==> src/rtl/reaction_arena.sv <==
// rtl/reaction_arena.sv - multi-player reaction timer: random delay, GO light, per-player ms results
module reaction_arena #(
   parameter int          PLAYERS      = 4,
   parameter int          TICK_DIV     = 50000,
   parameter int          MIN_DELAY_MS = 2000,
   parameter int          RANGE_LOG2   = 12,
   parameter int          TIMEOUT_MS   = 9999,
   parameter logic [31:0] SEED         = 32'hACE1_2024,
   parameter int          TIME_W       = 14,
   localparam int         WIN_W        = (PLAYERS > 1) ? $clog2(PLAYERS) : 1
) (
   input  logic                       clk_50M,
   input  logic                       clear,
   input  logic                       start,
   input  logic [PLAYERS-1:0]         stop,
   output logic                       LED,
   output logic [1:0]                 state,
   output logic [PLAYERS-1:0]         done,
   output logic [PLAYERS-1:0]         foul,
   output logic [PLAYERS*TIME_W-1:0]  result_ms,
   output logic [WIN_W-1:0]           winner,
   output logic                       winner_valid
);

   typedef enum logic [1:0] {
      S_IDLE = 2'd0,
      S_WAIT = 2'd1,
      S_GO   = 2'd2,
      S_DONE = 2'd3
   } state_t;

   localparam logic [31:0] LFSR_TAPS = 32'h8020_0003;

   state_t                      state_q, state_d;
   logic [31:0]                 lfsr_q;
   logic [31:0]                 div_q, div_d;
   logic [31:0]                 wait_q, wait_d;
   logic [31:0]                 delay_q, delay_d;
   logic [TIME_W-1:0]           elapsed_q, elapsed_d;
   logic                        start_prev;
   logic [PLAYERS-1:0]          stop_prev;
   logic [PLAYERS-1:0]          done_q, done_d;
   logic [PLAYERS-1:0]          foul_q, foul_d;
   logic [PLAYERS*TIME_W-1:0]   result_q, result_d;
   logic [WIN_W-1:0]            winner_q, winner_d;
   logic                        wv_q, wv_d;

   logic                        tick;
   logic                        start_edge;
   logic [PLAYERS-1:0]          hits;
   logic [WIN_W-1:0]            first;

   assign tick       = (div_q == 32'(TICK_DIV - 1));
   assign start_edge = start & ~start_prev;
   // Edges from players already finished this round never count.
   assign hits       = stop & ~stop_prev & ~done_q;

   always_comb begin
      state_d   = state_q;
      div_d     = tick ? 32'd0 : div_q + 32'd1;
      wait_d    = wait_q;
      delay_d   = delay_q;
      elapsed_d = elapsed_q;
      done_d    = done_q;
      foul_d    = foul_q;
      result_d  = result_q;
      winner_d  = winner_q;
      wv_d      = wv_q;
      first     = '0;
      for (int i = PLAYERS - 1; i >= 0; i--) begin
         if (hits[i]) first = WIN_W'(i);
      end

      case (state_q)
         S_IDLE, S_DONE: begin
            if (start_edge) begin
               state_d   = S_WAIT;
               div_d     = 32'd0;
               wait_d    = 32'd0;
               elapsed_d = '0;
               delay_d   = 32'(MIN_DELAY_MS) + 32'(lfsr_q[RANGE_LOG2-1:0]);
               done_d    = '0;
               foul_d    = '0;
               result_d  = '0;
               winner_d  = '0;
               wv_d      = 1'b0;
            end
         end
         S_WAIT: begin
            done_d = done_q | hits;
            foul_d = foul_q | hits;
            for (int i = 0; i < PLAYERS; i++) begin
               if (hits[i]) result_d[i*TIME_W +: TIME_W] = '0;
            end
            if (tick) wait_d = wait_q + 32'd1;
            // A press on the final delay tick is still a foul, so fouls are folded in first.
            if (&done_d) begin
               state_d = S_DONE;
            end else if (tick && (wait_q == delay_q - 32'd1)) begin
               state_d   = S_GO;
               div_d     = 32'd0;
               elapsed_d = '0;
            end
         end
         S_GO: begin
            done_d = done_q | hits;
            for (int i = 0; i < PLAYERS; i++) begin
               if (hits[i]) result_d[i*TIME_W +: TIME_W] = elapsed_q;
            end
            if ((hits != '0) && !wv_q) begin
               winner_d = first;
               wv_d     = 1'b1;
            end
            if (tick) begin
               elapsed_d = elapsed_q + TIME_W'(1);
               if (elapsed_q == TIME_W'(TIMEOUT_MS - 1)) begin
                  for (int i = 0; i < PLAYERS; i++) begin
                     if (!done_d[i]) result_d[i*TIME_W +: TIME_W] = TIME_W'(TIMEOUT_MS);
                  end
                  done_d = '1;
               end
            end
            if (&done_d) state_d = S_DONE;
         end
         default: state_d = S_IDLE;
      endcase
   end

   always_ff @(posedge clk_50M) begin
      // Edge history follows the inputs even during clear so a held button stays quiet.
      start_prev <= start;
      stop_prev  <= stop;
      if (clear) begin
         state_q   <= S_IDLE;
         lfsr_q    <= SEED;
         div_q     <= 32'd0;
         wait_q    <= 32'd0;
         delay_q   <= 32'd0;
         elapsed_q <= '0;
         done_q    <= '0;
         foul_q    <= '0;
         result_q  <= '0;
         winner_q  <= '0;
         wv_q      <= 1'b0;
      end else begin
         state_q   <= state_d;
         lfsr_q    <= {1'b0, lfsr_q[31:1]} ^ (lfsr_q[0] ? LFSR_TAPS : 32'd0);
         div_q     <= div_d;
         wait_q    <= wait_d;
         delay_q   <= delay_d;
         elapsed_q <= elapsed_d;
         done_q    <= done_d;
         foul_q    <= foul_d;
         result_q  <= result_d;
         winner_q  <= winner_d;
         wv_q      <= wv_d;
      end
   end

   assign LED          = (state_q == S_GO);
   assign state        = state_q;
   assign done         = done_q;
   assign foul         = foul_q;
   assign result_ms    = result_q;
   assign winner       = winner_q;
   assign winner_valid = wv_q;

endmodule
==> config.mk <==
export PLATFORM = sky130hd
export DESIGN_NAME = reaction_arena
export DESIGN_NICKNAME = d
export VERILOG_FILES = /design/src/rtl/reaction_arena.sv
export SDC_FILE = /design/constraint.sdc
export NUM_CORES = 1
export LEC_CHECK = 0
export BUFFER_PORTS_ARGS = -buffer_cell sky130_fd_sc_hd__clkbuf_2
export CAP_MARGIN = 10
export CORE_AREA = 2 2 122 124
export DETAILED_ROUTE_END_ITERATION = 7
export DIE_AREA = 0 0 124 126
export PLACE_DENSITY = 0.91
export SYNTH_ARGS = -nofsm -noshare
export SYNTH_HDL_FRONTEND = slang
export SYNTH_SLANG_ARGS = --single-unit
export TNS_END_PERCENT = 5
==> constraint.sdc <==
create_clock -name clk_50M -period 6.7 [get_ports clk_50M]
set_input_delay 0.67 -clock clk_50M [delete_from_list [all_inputs] [get_ports clk_50M]]
set_output_delay 0.67 -clock clk_50M [all_outputs]
set_load 0.1 [all_outputs]
==> reports/qor.yml <==
outcome: "complete, no violations"
yosysTopAreaCell: "dfxtp_1"
fin_total_pwr_mw: 3.06
grt_usage_pct: 30.4
routed_wl_mm: 23.1
grt_first_pass_wirelength_mm: 38.1
die_w_um: 124
cts_tree: "built"
grt_pass1_vias: 7865
crit_path_start_kind: "flip-flop"
start_util_pct: 63.3
nFillCells: 1093
path_delay_family: "simple AND/OR/NAND/NOR gates"
clk_pin_slew_worst_paths_ps: 80
fp-row-count: 44
dp_slack_ps: 2590
clk_latency_ps: 440
final.setup.tns_ps: 0
design_area_mm2: 0.0101
die_area_mm2: 0.0156
startpoint: "delay_q[0]$_SDFFE_PP0P_"
cp_num_buf_inv: 1
cts_setup_buffers: 0
cts.sinks: 197
worst-r2r-setup-slack_ps: 2520
wl_per_cell_um: 17.3
io_buffers: 76
fmax_mhz: 239
min_period_over_period_pct: 62.4
async_flop_share_pct: 0
setup_violations: 0
holdWs_ps: 340
synth_edf_count: 0
first_pass_iters: 6
ioPinCount: 77
seq_area_frac_synth_pct: 43.5
crit_required_ps: 7070
dpl.hpwl_mm: 15.6
maxCapViolations: 0
crit_cells: 13
r2r_start: "delay_q[0]$_SDFFE_PP0P_"
yosysWarningCount: 0
finalWeightedCongestion: 0.915
r2r_end: "elapsed_q[8]$_SDFFE_PP0P_"
crit_path_top_delay_cell: "or4_1"
leakage_nw: 3.75
critPathArrivalTime_ps: 4550
rsz0062_at_grt: "false"
drv_slew: 0
crit_path_end_kind: "flip-flop"
syn_area_per_cell_um2: 8.26
place_area_mm2: 0.00950
fp.coreArea_mm2: 0.0143
synth_top_area_share_pct: 43.5
grt_overflow: 0
ys.flop_type: "dfxtp_1"
finalWorstSetupSlack_ps: 2520
cts-root-buf: "clkbuf_16"
postCtsHoldBufs: 0
cpPeakStageDelay_ps: 720
power.density_mw_per_mm2: 304
nNetsFinal: 1154
syn-num-nets: 1113
syn_area_mm2: 0.00906
cts_resized: 0
synth_cell_types: 59
remaining_drc_errors: 0
seqCellArea_mm2: 0.00394
antenna_left: 0
worstPathCellList: "inv_1 > ha_1 > nor3b_2 > nand3_1 > nor3_1 > ha_1 > xnor2_1 > nor4_1 > nand2_1 > nor4_1 > a41oi_2 > or4_1 > a21oi_1"
multi_input_area_mm2: 0.00478
reg2reg_depth: 13
peakVddDrop_mv: 0.229
finalCriticalPeriod_ps: 4180
synth_seq_cells: 197
synth_common_cells: "dfxtp_1, nand2_1, nor2_1"
tightestPinTransition_ps: 1240
crit_fanout: 30
endpoint: "elapsed_q[8]$_SDFFE_PP0P_"
die_height_um: 126
crit_type: "reg -> reg"
clk_path_buf_depth: 2
grt_max_degree: 76
antenna_found_initial: 0
relSlewSlack_pct: 17.2
viasPerCell: 6.28
cts.htree.levels: 4
hold_class: "in -> reg"
layout-drive-gt1-share_pct: 12.5
cts_made_buffers: 17
syn_to_final_growth_pct: 11.1
syn_inst: 1097
finalHoldViolCount: 0
synth_most_common_cell: "dfxtp_1"
synthTopCellsByArea: "dfxtp_1, a21oi_1, nand2_1"
vias: 8384
dr.first_iter.drc_count: 1032
clock_skew_ps: 9.04
per-layer routing:
metal,part of all wire (%),vias to the layer above,GRT usage (%)
met4,3.8,0,15.0
met1,39,3916,37.2
met5,0,-,0
li1,-,3960,-
met2,48,414,49.1
met3,8.7,94,8.29
kinds of logic (layout without fill, tap and decap cells):
kind of cell,count (synthesis),in the layout,synth area share (%)
other,0,1,0
AND/OR/NAND/NOR,480,480,27.5
buffers and inverters,90,143,3.81
adder cells (fa/ha/maj),9,9,1.24
multiplexers,5,5,0.649
XOR/XNOR,72,72,6.96
AO/OA/AOI/OAI,244,244,16.3
flip-flops,197,197,43.5
through the flow:
stage	util, %	instances
2_1_floorplan	-	1097
3_5_place_dp	66.4	1303
6_report	70.3	1335
4_1_cts	70.3	1334
5_1_grt	70.3	1334
3_3_place_gp	66.4	1303
flip-flops by register name, indices dropped and copies added (netlist names):
| name | flops |
|---|---|
| state | 2 |
| result_ms | 56 |
| stop_prev | 4 |
| winner | 2 |
| delay_q | 13 |
| done | 4 |
| foul | 4 |
| winner_valid | 1 |
| div_q | 32 |
| wait_q | 32 |
| start_prev | 1 |
| elapsed_q | 14 |
| lfsr_q | 32 |
how the worst min path moves through the flow:
stage / from / to / cells after the start
floorplan: lfsr_q[14]$_SDFF_PP0_ / lfsr_q[13]$_SDFF_PP1_ / 1
global placement: lfsr_q[24]$_SDFF_PP0_ / lfsr_q[23]$_SDFF_PP1_ / 1
detailed placement: lfsr_q[17]$_SDFF_PP0_ / lfsr_q[16]$_SDFF_PP1_ / 1
CTS: stop[3] / stop_prev[3]$_DFF_P_ / 1
global route: stop[3] / stop_prev[3]$_DFF_P_ / 1
finish: stop[3] / stop_prev[3]$_DFF_P_ / 1
final cells by class:
type / instances / area share [%]
inverters: 30 / 1.12
multi-input cells: 810 / 47.5
clock buffers: 19 / 4.40
repair buffers: 82 / 4.25
well taps: 184 / 2.29
diodes: 1 / 0.0249
flip-flops and latches: 197 / 39.2
clock inverters: 12 / 1.21
layout by cell type (no fill, tap or decap), types with 14 or more instances in the layout:
cell type  instances
nor2b_1           27
or2_2             14
xor2_1            31
nor3_1            20
nor4_1            17
nand4_1           19
clkbuf_16         17
clkbuf_2          75
a21oi_1          111
xnor2_1           41
o221ai_1          18
nand2_1          128
nand3_1           37
o21ai_0           37
dfxtp_1          197
nor2_1           120
a21o_1            20
inv_1             28
and3_1            18
or4_1             22
power breakdown:
part,switching [mW],internal (mW),leakage [nW]
registers,0.0456,1.22,1.60
logic,0.618,0.195,1.89
clock network,0.462,0.527,0.269
total,1.12,1.94,3.75
worst register-to-register path: cells and delay by family, from the launching register on:
family | cells | cell delay, ps
and+or+nand+nor | 7 | 2210
AOI/OAI and AO/OA | 2 | 840
adders and majority gates | 2 | 450
DFF | 1 | 390
xor gates and xnor gates | 1 | 130
buffers and inverters | 1 | 90
Power figures use the tool's default switching activity.
